## src/rtl/expu_stream_ctrl.sv

```systemverilog
// Valid/ready stream wrapper around an enable-driven expu_row:
// per-stage enables with bubble collapsing and a 2-entry result buffer.
module expu_stream_ctrl #(
  parameter int unsigned WIDTH     = 16,
  parameter int unsigned NUM_REGS  = 2,
  parameter int unsigned CNT_WIDTH = 16
) (
  input  logic                 clk_i,
  input  logic                 rst_ni,
  input  logic                 clear_i,
  input  logic                 in_valid_i,
  input  logic                 in_last_i,
  output logic                 in_ready_o,
  output logic [NUM_REGS-1:0]  row_enable_o,
  output logic                 row_clear_o,
  input  logic [WIDTH-1:0]     row_res_i,
  output logic                 out_valid_o,
  input  logic                 out_ready_i,
  output logic [WIDTH-1:0]     out_data_o,
  output logic                 out_last_o,
  output logic                 done_o,
  output logic [CNT_WIDTH-1:0] cnt_o,
  output logic                 busy_o
);

  if (NUM_REGS < 1) begin : g_bad_num_regs
    $error("expu_stream_ctrl: NUM_REGS must be >= 1");
  end

  logic [NUM_REGS-1:0]  v_q, v_d;
  logic [NUM_REGS-1:0]  last_q, last_d;
  logic [NUM_REGS:0]    rdy;

  logic [WIDTH-1:0]     buf_data_q [2];
  logic [WIDTH-1:0]     buf_data_d [2];
  logic [1:0]           buf_last_q, buf_last_d;
  logic [1:0]           buf_cnt_q, buf_cnt_d;
  logic                 wr_ptr_q, wr_ptr_d;
  logic                 rd_ptr_q, rd_ptr_d;

  logic [CNT_WIDTH-1:0] cnt_q, cnt_d;
  logic                 done_q, done_d;

  logic                 push;
  logic                 pop;

  // Ready only looks at the registered buffer count, so out_ready_i
  // never reaches the input side combinationally.
  always_comb begin
    rdy = '0;
    rdy[NUM_REGS] = (buf_cnt_q < 2'd2);
    for (int k = int'(NUM_REGS) - 1; k >= 0; k--) begin
      rdy[k] = ~v_q[k] | rdy[k+1];
    end
  end

  assign row_enable_o = rdy[NUM_REGS-1:0] & {NUM_REGS{~clear_i}};
  assign in_ready_o   = rdy[0] & ~clear_i;
  assign row_clear_o  = clear_i;

  assign push = v_q[NUM_REGS-1] & rdy[NUM_REGS] & ~clear_i;

  assign out_valid_o = (buf_cnt_q != 2'd0) & ~clear_i;
  assign pop         = out_valid_o & out_ready_i;
  assign out_data_o  = buf_data_q[rd_ptr_q];
  assign out_last_o  = buf_last_q[rd_ptr_q];

  assign done_o = done_q;
  assign cnt_o  = cnt_q;
  assign busy_o = (|v_q) | (buf_cnt_q != 2'd0);

  always_comb begin
    v_d    = v_q;
    last_d = last_q;
    if (row_enable_o[0]) begin
      v_d[0]    = in_valid_i;
      last_d[0] = in_valid_i & in_last_i;
    end
    for (int k = 1; k < int'(NUM_REGS); k++) begin
      if (row_enable_o[k]) begin
        v_d[k]    = v_q[k-1];
        last_d[k] = last_q[k-1];
      end
    end
    if (clear_i) begin
      v_d    = '0;
      last_d = '0;
    end
  end

  always_comb begin
    buf_data_d = buf_data_q;
    buf_last_d = buf_last_q;
    wr_ptr_d   = wr_ptr_q;
    rd_ptr_d   = rd_ptr_q;
    if (push) begin
      buf_data_d[wr_ptr_q] = row_res_i;
      buf_last_d[wr_ptr_q] = last_q[NUM_REGS-1];
      wr_ptr_d             = ~wr_ptr_q;
    end
    if (pop) begin
      rd_ptr_d = ~rd_ptr_q;
    end
    buf_cnt_d = buf_cnt_q + 2'(push) - 2'(pop);
    cnt_d     = cnt_q + CNT_WIDTH'(pop);
    done_d    = pop & out_last_o;
    if (clear_i) begin
      buf_data_d = '{default: '0};
      buf_last_d = '0;
      wr_ptr_d   = 1'b0;
      rd_ptr_d   = 1'b0;
      buf_cnt_d  = '0;
      cnt_d      = '0;
      done_d     = 1'b0;
    end
  end

  always_ff @(posedge clk_i or negedge rst_ni) begin
    if (!rst_ni) begin
      v_q        <= '0;
      last_q     <= '0;
      buf_data_q <= '{default: '0};
      buf_last_q <= '0;
      buf_cnt_q  <= '0;
      wr_ptr_q   <= 1'b0;
      rd_ptr_q   <= 1'b0;
      cnt_q      <= '0;
      done_q     <= 1'b0;
    end else begin
      v_q        <= v_d;
      last_q     <= last_d;
      buf_data_q <= buf_data_d;
      buf_last_q <= buf_last_d;
      buf_cnt_q  <= buf_cnt_d;
      wr_ptr_q   <= wr_ptr_d;
      rd_ptr_q   <= rd_ptr_d;
      cnt_q      <= cnt_d;
      done_q     <= done_d;
    end
  end

endmodule

```

## config.mk

```make
export PLATFORM = sky130hd
export DESIGN_NAME = expu_stream_ctrl
export DESIGN_NICKNAME = d
export VERILOG_FILES = /design/src/rtl/expu_stream_ctrl.sv
export SDC_FILE = /design/constraint.sdc
export NUM_CORES = 1
export LEC_CHECK = 0
export ABC_AREA = 1
export CORE_MARGIN = 2
export CORE_UTILIZATION = 54
export CTS_CLUSTER_DIAMETER = 30
export CTS_CLUSTER_SIZE = 10
export DETAILED_ROUTE_END_ITERATION = 12
export GPL_ROUTABILITY_DRIVEN = 0
export PLACE_DENSITY = 0.84
export SLEW_MARGIN = 20
export SYNTH_ARGS = -nofsm -noshare
export SYNTH_HDL_FRONTEND = slang
export SYNTH_SLANG_ARGS = --single-unit
```

## constraint.sdc

```tcl
create_clock -name clk_i -period 4.2 [get_ports clk_i]
set_input_delay 0.84 -clock clk_i [delete_from_list [all_inputs] [get_ports clk_i]]
set_output_delay 0.84 -clock clk_i [all_outputs]
set_load 0.05 [all_outputs]
```

==> impl_metrics.ini <==
[status]
status = finished, final reports clean

[min_path]
min_path_type = input port to async pin

[critical_path]
r2r_end = cnt_o[13]
r2r_start = buf_cnt_q[1]
r2r_cells = 11
cp.required_ns = 3.36
r2r_slack_ns = 2.19
startpoint_type = flop
crit_type = flop to output port
cp_max_fo = 36
end_kind = output port
arrival_ns = 2.66

[clocking]
cts_sinks = 59
cts_tree = built
clkSlewWorstSetupHoldPaths_ns = 0.07
cts_root_buf = clkbuf_8
htree_levels = 3
cts.path.max_buffers = 2
post_cts_buffers = 0
clk_latency_ns = 0.34
cts_hold_buffers = 0
cts_resized = 0
numCtsBuffers = 9

[timing]
rsz0062_at_grt = no
period_minus_slack_ns = 3.50
finalHoldViolCount = 0
setup_viol = 0
slew_headroom_pct = 30.4
fin_crit_sh_pct = 83.2
tns_ns = 0
fmax_mhz = 286
maxSlewViolCount = 0
tightest_slew_ns = 1.04
fin_skew_ns = 0.00972

[yosys]
yosysWarnings = 0
ys_seq_area_share_pct = 50.2
netlist_instances = 357
synth_area_leaders = dfrtp_1, inv_1, nand2_1, o21ai_0, nand3_1
yosys_register_bits = 59
synth_compound_area_share_pct = 15.5
yosysUniqueCellTypes = 26
synth_top_family_by_area = simple AND/OR/NAND/NOR gates
synth_top_area_share_pct = 50.2
synth.largest_area_cell = dfrtp_1
synth_adder_area_share_pct = 1.70
synth_area_mm2 = 0.00294
yosys.area_share.simple_pct = 18.6
avgSynthCellArea_um2 = 8.23
synthMuxAreaShare_pct = 0
synth-xor-area-share_pct = 0.894
synthesis.nets = 383

[grt]
grt_pass1_vias = 2558
grt-ovfl-total = 0
antenna_found_initial = 0
grt_max_degree = 40
grt_use_total_pct = 24.9
grt_first_pass_wirelength_mm = 11.7

[routing]
postRouteAntennaNets = 0
vias = 2536
first_iter_violations = 168
wl_per_cell_um = 14.2
viasPerCell = 5.15
drc = 0
routed_wl_mm = 6.96
drtPass1Iterations = 4

[placed_design]
io_buffers = 61
place_area_mm2 = 0.00355
post-dp-hpwl_mm = 4.77

[power]
internal-power_mw = 0.880
pwr-share-comb_pct = 13.2
leakagePower_nw = 1.74
powerDensity_mw_per_mm2 = 328
p_sw_share_pct = 27.9
finalPower_mw = 1.22
seqPwrFrac_pct = 48.9
power_frac_clock_pct = 37.9
power.net_switching_mw = 0.341
ir_worst_vdd_v = 0.000209

[floorplan]
dieHeight_um = 77.8
io_pins = 62
row_count = 26
core_area_mm2 = 0.00517
dieArea_mm2 = 0.00605
dieWidth_um = 77.8
initial_core_util_pct = 56.8

[finish]
area_growth_pct = 26.8
most-common-layout-cells = inv_1, dfrtp_1, nand2_1, clkdlybuf4s50_1
design_area_mm2 = 0.00373
antenna_cells = 0
nets = 443
drive_gt1_share_pct = 8.77
layout_commonest_cell = inv_1

[run]
max_cap_violations = 0
-- area by class of cell --
class | instances | area, µm²
Timing Repair Buffer | 63 | 616
Clock buffer | 14 | 163
Multi-Input combinational cell | 206 | 1080
Inverter | 78 | 295
Sequential cell | 59 | 1480
Clock inverter | 2 | 10.0
Fill cell | 396 | 1450
Tap cell | 70 | 87.6
-- stage by stage --
stage               std cells  utilization (%)  hold slack (ns)  worst slack (ns)
floorplan                 357                -            0.464              1.55
global placement          476             68.7            0.490             0.951
detailed placement        476             68.7            0.492             0.842
CTS                       492             72.0            0.443             0.703
global route              492             72.0            0.480             0.525
finish                    492             72.0            0.432             0.704
-- worst max-delay path by stage --
stage / startpoint / end / slack [ns] / cells past startpoint
final: rd_ptr_q / out_last_o / 0.70 / 3
after global routing: rd_ptr_q / out_last_o / 0.53 / 3
after CTS: rd_ptr_q / out_last_o / 0.70 / 3
after detailed placement: clear_i / cnt_o[13] / 0.84 / 13
after global placement: clear_i / row_enable_o[1] / 0.95 / 3
after floorplan: rd_ptr_q / out_data_o[11] / 1.55 / 3
-- flip-flops by register name, summed over array words and instances (netlist names) --
name and cells:
buf_data_q 32, cnt_o 16, rd_ptr_q 1, buf_last_q 2, v_q 2, last_q 2, buf_cnt_q 2, done_o 1
wr_ptr_q 1
-- critical path, stage by stage, from the launching register on --
cell and delay, ns:
dfrtp_1 1.03, o21ai_0 0.32, inv_1 0.14, clkdlybuf4s50_1 0.81
-- synthesized netlist by cell type, drive strengths merged --
library cell   n
inv           78
dfrtp         59
nand2         58
o21ai         44
nor2          35
nand3         30
o22ai         16
a21oi         11
buf           10
clkbuf         4
ha             4
xor2           3
a22o           1
nor3           1
o21a           1
o21bai         1
or2            1
-- metal layers --
layer | GRT usage (%) | wire length [µm]
met5 | 0 | 0
met4 | 16.1 | 183
met3 | 4.19 | 298
met2 | 40.1 | 3430
met1 | 30.8 | 3050
-- cell families (layout without fill, tap and decap cells) --
kind of cell	count (synthesis)	in the layout
adder cells (fa/ha/maj)	4	4
AO/OA/AOI/OAI	74	74
flip-flops	59	59
buffers and inverters	92	157
XOR/XNOR	3	3
AND/OR/NAND/NOR	125	125
-- power by group through the flow --
stage                     Clock, mW  Combinational, mW  Sequential (mW)
after floorplan                   0              0.103            0.597
after global placement            0              0.157            0.606
after global routing          0.494              0.174            0.599
after detailed placement          0              0.160            0.607
final                         0.463              0.161            0.597
after CTS                     0.471              0.162            0.597
(Power assumes the default switching activity.)
